$ cat src/rtl/ciphertext_loader_pkg.sv
// rtl/ciphertext_loader_pkg.sv - shared block geometry, FSM encodings and types
// Common to the loader, its interfaces and the Decoder side of the datapath.
package ciphertext_loader_pkg;

    localparam int BLOCK_W     = 64;
    localparam int BLOCK_BYTES = 8;

    localparam logic [1:0] ST_COLLECT = 2'd0;
    localparam logic [1:0] ST_START   = 2'd1;
    localparam logic [1:0] ST_WAIT    = 2'd2;
    localparam logic [1:0] ST_RELEASE = 2'd3;

    typedef logic [7:0]         byte_t;
    typedef logic [BLOCK_W-1:0] block_t;

endpackage

$ cat src/rtl/ciphertext_loader_if.sv
// rtl/ciphertext_loader_if.sv - byte stream and Decoder handshake interfaces
// The loader is the slave of the byte stream and the master of the Decoder link.
interface ct_byte_if;
    import ciphertext_loader_pkg::*;

    byte_t in_byte;
    logic  in_valid;
    logic  in_ready;

    modport master (output in_byte, output in_valid, input  in_ready);
    modport slave  (input  in_byte, input  in_valid, output in_ready);
endinterface

interface ct_dec_if;
    import ciphertext_loader_pkg::*;

    logic   dec_start;
    block_t dec_ciphertext;
    logic   dec_done;

    modport master (output dec_start, output dec_ciphertext, input  dec_done);
    modport slave  (input  dec_start, input  dec_ciphertext, output dec_done);
endinterface

$ cat src/rtl/ciphertext_loader.sv
// rtl/ciphertext_loader.sv - packs 8 stream bytes MSB-first into a block for the Decoder
// Holds Start until done or watchdog expiry, then waits for done to drop before reloading.
module ciphertext_loader
    import ciphertext_loader_pkg::*;
#(
    parameter int TIMEOUT = 255,
    parameter int CNT_W   = 8
) (
    input  logic        clk,
    input  logic        reset,
    ct_byte_if.slave    byte_s,
    ct_dec_if.master    dec_m,
    output logic        busy,
    output logic        timeout_err,
    output logic [15:0] blocks_done
);

    localparam logic [CNT_W-1:0] WD_LAST   = CNT_W'(TIMEOUT - 1);
    localparam logic [2:0]       LAST_BYTE = 3'(BLOCK_BYTES - 1);

    logic [1:0]         state_q, state_d;
    logic [2:0]         byte_cnt_q, byte_cnt_d;
    logic [BLOCK_W-9:0] sr_q, sr_d;
    block_t             ct_q, ct_d;
    logic               start_q, start_d;
    logic               ready_q, ready_d;
    logic               busy_q, busy_d;
    logic               terr_q, terr_d;
    logic [15:0]        blocks_q, blocks_d;
    logic [CNT_W-1:0]   wd_q, wd_d;

    logic   xfer;
    block_t assembled;

    assign xfer      = ready_q && byte_s.in_valid;
    assign assembled = {sr_q, byte_s.in_byte};

    always_comb begin
        state_d    = state_q;
        byte_cnt_d = byte_cnt_q;
        sr_d       = sr_q;
        ct_d       = ct_q;
        start_d    = start_q;
        blocks_d   = blocks_q;
        wd_d       = wd_q;
        terr_d     = 1'b0;

        case (state_q)
            ST_COLLECT: begin
                if (xfer) begin
                    sr_d       = assembled[BLOCK_W-9:0];
                    byte_cnt_d = byte_cnt_q + 3'd1;
                    // The 8th byte lands straight in the output block, no extra cycle.
                    if (byte_cnt_q == LAST_BYTE) begin
                        ct_d    = assembled;
                        state_d = ST_START;
                    end
                end
            end
            ST_START: begin
                start_d = 1'b1;
                wd_d    = '0;
                state_d = ST_WAIT;
            end
            ST_WAIT: begin
                // A done arriving on the watchdog's last cycle still counts as success.
                if (dec_m.dec_done) begin
                    start_d  = 1'b0;
                    blocks_d = blocks_q + 16'd1;
                    state_d  = ST_RELEASE;
                end else if (wd_q == WD_LAST) begin
                    start_d = 1'b0;
                    terr_d  = 1'b1;
                    state_d = ST_RELEASE;
                end else begin
                    wd_d = wd_q + 1'b1;
                end
            end
            ST_RELEASE: begin
                if (!dec_m.dec_done) begin
                    state_d = ST_COLLECT;
                end
            end
            default: state_d = ST_COLLECT;
        endcase

        ready_d = (state_d == ST_COLLECT);
        busy_d  = !ready_d;
    end

    always_ff @(posedge clk or negedge reset) begin
        if (!reset) begin
            state_q    <= ST_COLLECT;
            byte_cnt_q <= '0;
            sr_q       <= '0;
            ct_q       <= '0;
            start_q    <= 1'b0;
            ready_q    <= 1'b1;
            busy_q     <= 1'b0;
            terr_q     <= 1'b0;
            blocks_q   <= '0;
            wd_q       <= '0;
        end else begin
            state_q    <= state_d;
            byte_cnt_q <= byte_cnt_d;
            sr_q       <= sr_d;
            ct_q       <= ct_d;
            start_q    <= start_d;
            ready_q    <= ready_d;
            busy_q     <= busy_d;
            terr_q     <= terr_d;
            blocks_q   <= blocks_d;
            wd_q       <= wd_d;
        end
    end

    assign byte_s.in_ready      = ready_q;
    assign dec_m.dec_start      = start_q;
    assign dec_m.dec_ciphertext = ct_q;
    assign busy                 = busy_q;
    assign timeout_err          = terr_q;
    assign blocks_done          = blocks_q;

endmodule

$ cat src/flat_wrapper.sv
// flat-port wrapper written by rule: the top's interface ports become plain ports
module ciphertext_loader_flat import ciphertext_loader_pkg::*;
#(
    parameter int TIMEOUT = 255,
    parameter int CNT_W   = 8
)
  (clk, reset, busy, timeout_err, blocks_done, byte_s_in_byte, byte_s_in_valid, byte_s_in_ready, dec_m_dec_start, dec_m_dec_ciphertext, dec_m_dec_done);
  ct_byte_if byte_s_i ();
  ct_dec_if dec_m_i ();
  input  logic clk;
  input  logic reset;
  output logic busy;
  output logic timeout_err;
  output logic [15:0] blocks_done;
  input wire logic [$bits(byte_s_i.in_byte)-1:0] byte_s_in_byte;
  input wire logic [$bits(byte_s_i.in_valid)-1:0] byte_s_in_valid;
  output wire logic [$bits(byte_s_i.in_ready)-1:0] byte_s_in_ready;
  output wire logic [$bits(dec_m_i.dec_start)-1:0] dec_m_dec_start;
  output wire logic [$bits(dec_m_i.dec_ciphertext)-1:0] dec_m_dec_ciphertext;
  input wire logic [$bits(dec_m_i.dec_done)-1:0] dec_m_dec_done;
  assign byte_s_i.in_byte = byte_s_in_byte;
  assign byte_s_i.in_valid = byte_s_in_valid;
  assign byte_s_in_ready = byte_s_i.in_ready;
  assign dec_m_dec_start = dec_m_i.dec_start;
  assign dec_m_dec_ciphertext = dec_m_i.dec_ciphertext;
  assign dec_m_i.dec_done = dec_m_dec_done;
  ciphertext_loader #(.TIMEOUT(TIMEOUT), .CNT_W(CNT_W)) u_core (.clk(clk), .reset(reset), .byte_s(byte_s_i), .dec_m(dec_m_i), .busy(busy), .timeout_err(timeout_err), .blocks_done(blocks_done));
endmodule
$ cat config.mk
export PLATFORM = sky130hd
export DESIGN_NAME = ciphertext_loader_flat
export DESIGN_NICKNAME = d
export VERILOG_FILES = /design/src/rtl/ciphertext_loader_pkg.sv /design/src/rtl/ciphertext_loader_if.sv /design/src/rtl/ciphertext_loader.sv /design/src/flat_wrapper.sv
export SDC_FILE = /design/constraint.sdc
export NUM_CORES = 1
export LEC_CHECK = 0
export CORE_AREA = 4 4 148 150
export CTS_BUF_LIST = sky130_fd_sc_hd__clkbuf_4 sky130_fd_sc_hd__clkbuf_8 sky130_fd_sc_hd__clkbuf_16
export DETAILED_ROUTE_END_ITERATION = 12
export DIE_AREA = 0 0 152 154
export GPL_ROUTABILITY_DRIVEN = 1
export PLACE_DENSITY = 0.56
export SYNTH_ARGS = -nofsm -noshare
export SYNTH_HDL_FRONTEND = slang
export SYNTH_SLANG_ARGS = --single-unit
$ cat constraint.sdc
create_clock -name clk -period 1.7 [get_ports clk]
set_clock_uncertainty 0.05 [all_clocks]
set_input_delay 0.255 -clock clk [delete_from_list [all_inputs] [get_ports clk]]
set_output_delay 0.255 -clock clk [all_outputs]
set_load 0.05 [all_outputs]
==> results of run 1 <==
-- placed cells by master (no fill, tap or decap), types with 2 or more instances in the layout --
master,netlist,final
a21oi_1,2,2
a22o_1,2,2
and3_1,3,3
and4b_1,2,2
buf_12,0,9
buf_16,0,2
buf_4,1,107
buf_6,1,3
bufinv_16,0,2
clkbuf_16,0,21
clkdlybuf4s50_1,0,10
clkinv_4,0,2
dfrtp_1,152,147
dfrtp_2,0,5
ha_1,10,6
ha_2,0,2
ha_4,0,2
inv_1,9,7
inv_2,0,2
inv_6,0,6
inv_8,0,3
mux2_1,6,3
mux2_2,117,72
mux2_4,0,48
mux2i_1,2,2
nand2_1,9,9
nand3_1,10,9
nand4_1,3,3
nand4_4,1,2
nor2_1,9,9
nor3_1,3,2
o21ai_0,4,4
xnor2_1,15,15
xor2_1,4,4
-- layer usage --
| layer | share of wire | up-vias | GRT usage |
|---|---|---|---|
| met5 | 0 | - | 0 |
| met4 | 0.018 | 0 | 0.0458 |
| met3 | 0.043 | 16 | 0.0377 |
| met2 | 0.47 | 72 | 0.171 |
| met1 | 0.47 | 1862 | 0.142 |
| li1 | - | 1699 | - |
-- power groups by stage --
stage	clock (mW)	sequential (mW)	combinational, mW
5_1_grt	4.22	6.51	7.83
6_report	3.93	6.29	7.40
3_5_place_dp	0	6.31	6.93
3_3_place_gp	0	6.25	6.82
2_1_floorplan	0	8.39	2.34
4_1_cts	4.05	6.26	7.09
-- worst max-delay path by stage --
stage | startpoint | to | slack (ns) | cells past startpoint
global route | u_core.byte_cnt_q[0] | u_core.dec_m.dec_ciphertext[48] | -0.06 | 6
floorplan | u_core.state_q[0] | u_core.sr_q[36] | 0.01 | 6
detailed placement | byte_s_in_valid | u_core.dec_m.dec_ciphertext[48] | -0.12 | 4
global placement | byte_s_in_valid | u_core.dec_m.dec_ciphertext[46] | -0.11 | 4
finish | u_core.byte_cnt_q[0] | u_core.dec_m.dec_ciphertext[48] | 0.002 | 6
CTS | u_core.byte_cnt_q[1] | u_core.dec_m.dec_ciphertext[17] | -0.01 | 7
-- registers in the layout (all words and copies together), names as in the netlist --
register,count
u_core.byte_s.in_ready,1
u_core.blocks_done,16
u_core.dec_m.dec_ciphertext,64
u_core.dec_m.dec_start,1
u_core.byte_cnt_q,3
u_core.sr_q,56
u_core.wd_q,8
u_core.state_q,2
u_core.busy,1
u_core.timeout_err,1
-- worst reg2reg max path: stages, from the launching register on --
cell and delay [ns]:
dfrtp_1 0.39, ha_2 0.21, ha_4 0.17, nand4_4 0.12
buf_12 0.16, buf_12 0.15, mux2_1 0.33
-- repair_timing --
item | in CTS | in global routing
pin swaps | 3 | 2
hold buffers | 1 | 0
setup endpoints to repair | 68 | 67
hold endpoints to repair | 34 | 0
gates resized for setup | 11 | 55
gates cloned | 2 | 5
setup buffers | 3 | 1
-- layout make-up --
type / count / area, um^2 / share of cell area
Sequential cell: 153 / 3840 / 0.448
Multi-Input combinational cell: 222 / 2430 / 0.284
Timing Repair Buffer: 137 / 1300 / 0.152
Clock buffer: 18 / 439 / 0.0513
Tap cell: 275 / 344 / 0.0402
Clock inverter: 14 / 180 / 0.0211
Inverter: 9 / 33.8 / 0.00395
-- logic make-up after synthesis --
group / Yosys count
buffers and inverters: 24
adders and majority gates: 10
and+or+nand+nor: 50
xor gates and xnor gates: 19
AOI/OAI and AO/OA: 18
muxes: 125
DFF: 153
-- through the flow --
stage	worst slack, ns	hold slack (ns)	total power, mW	TNS (ns)	utilization
final	0.00210	0.256	17.6	0	0.414
after detailed placement	-0.122	0.141	13.2	-5.01	0.362
after global routing	-0.0647	0.278	18.6	-1.95	0.414
after floorplan	0.0136	-0.0906	10.7	0	-
after CTS	-0.0131	0.252	17.4	-0.0987	0.399
after global placement	-0.106	0.134	13.1	-4.48	0.362
==> reports/qor.csv, run 1 <==
stage,metric,value,unit
job,Max Cap Viol,0,
floorplanning,Ports,96,
route,First DRT Iteration DRCs,129,
yosys,top_reg_cell synth,dfrtp_1,
timing,min Tclk post-route,1.70,ns
yosys,Mapped Nets,421,
floorplanning,starting density of the core,0.296,
timing,max-slew violation count,0,
floorplanning,height of the die,154,um
timing,setup violators final,0,
yosys,"EDFF count, synth",0,
yosys,post-synthesis mux area share,0.229,
yosys,mapped cell area,6130,um^2
grt,total grt overflow,0,
power_and_ir_drop,Flop pwr share,0.357,
setup_path,r2r worst-path depth,6,
setup_path,RR Startpoint,u_core.byte_cnt_q[0],
yosys,cell count after synthesis,399,
yosys,YS warnings,0,
power_and_ir_drop,VDD IR max,0.852,mV
grt,largest net degree at the start of global routing,53,
setup_path,CP Class,flop to flop,
route,ANT nets after route,0,
grt,Total GRT Usage,0.110,
layout,ANT cells,0,
cts,CTS tree,built,
yosys,synth top area cells,"dfrtp_1, mux2_2, xnor2_1, ha_1, mux2_1",
timing,Slew headroom,0.750,
yosys,main combinational cell family by area after synthesis,multiplexers,
floorplanning,Die W,152,um
status,status,finished clean,
yosys,biggest area consumer among synthesized cells,dfrtp_1,
yosys,fraction of registers with async set or reset after synthesis,1.00,
cts,# clock sinks,153,
route,DR vias,3649,
cts,clock insertion delay at the later pin of the skew report,0.43,ns
setup_path,CP Buf/Inv Count,2,
cts,clk slew on worst S/H paths,0.07,ns
power_and_ir_drop,P_int,10.7,mW
hold_path,Worst Hold Class,primary input to asynchronous set/reset pin,
setup_path,crit path cell chain,"ha_2, ha_4, nand4_4, buf_12, buf_12, mux2_1",
yosys,post-synthesis simple-gate area fraction,0.0525,
place,IO buf count,95,
cts,H-Tree Depth,4,
layout,fin nets,562,
power_and_ir_drop,leakage,4.25,nW
yosys,"FF+latch count, synth",153,
layout,fin area,8560,um^2
place,post-placement cell count,785,
floorplanning,area of the die,23400,um^2
cts,Root Driver,clkbuf_16,
grt,number of global-route vias before repair,3890,
power_and_ir_drop,Cell Pwr Density,2060,nW/um^2
yosys,cell with the most instances after synthesis,dfrtp_1,
power_and_ir_drop,NetSw,6.87,mW
yosys,post-synthesis compound-gate area fraction,0.0261,
place,Placed Instance Area,7490,um^2
layout,layout cells sized above 1,0.548,
setup_path,CP top delay family,flip-flops,
floorplanning,Core Box Area,20700,um^2
power_and_ir_drop,clock network power share,0.223,
yosys,post-synthesis adder-cell area fraction,0.0204,
power_and_ir_drop,combinational power share,0.420,
timing,Worst Tran Pin Value,0.375,ns
grt,first-pass GRT wire length,20.5,mm
yosys,sequential share of the synthesized area,0.625,
yosys,post-synth top area share,0.621,
timing,"Hold Vio Cnt, Final",0,
yosys,Synth top cells by count,"dfrtp_1, mux2_2, xnor2_1, buf_2",
route,wire per inst,16.0,um
route,DRT Wirelength,13.3,mm
setup_path,crit start category,flop,
setup_path,CP Data Arrival Time,1.95,ns
floorplanning,row count,53,
place,RePlAce Congestion,0.766,
grt,antenna violations before repair,0,
timing,Peak Freq,0.589,GHz
yosys,XOR/XNOR Fraction of Synth Area,0.0272,
timing,post-route clock period utilization,0.999,
route,Vias per Instance,4.41,
place,DP HPWL,8.47,mm
route,drt drc,0,
setup_path,CP max stage cell,dfrtp_1,
setup_path,Crit. End Element,flop,
layout,fill count,1959,
setup_path,"setup slack, reg-to-reg",0.002,ns
timing,unrepaired setup endpoints after global routing,yes,
yosys,Avg Inst Size Synth,15.4,um^2
layout,final cell count without fillers,828,
setup_path,Critical Path RT,1.95,ns
setup_path,most frequent CP cell,buf_12,
power_and_ir_drop,switching share of total power,0.390,
yosys,distinct cell type count after synthesis,42,
route,Pre-Repair DR Iteration Count,4,
layout,Layout area overhead,39.7,%
setup_path,r2r endpoint,u_core.dec_m.dec_ciphertext[48],
cts,CTS max path bufs,2,
cts,Inserted Clock Buffers,17,
setup_path,critical path peak fanout,11,
setup_path,"slowest stage delay, CP",0.39,ns
Note: power is estimated with default switching activity, not from simulation.
==> run 2: changes to the inputs <==
- CAP_MARGIN: unset -> 10
==> results of run 2 <==
Final layout, timing and power as in run 1 (identical DEF).
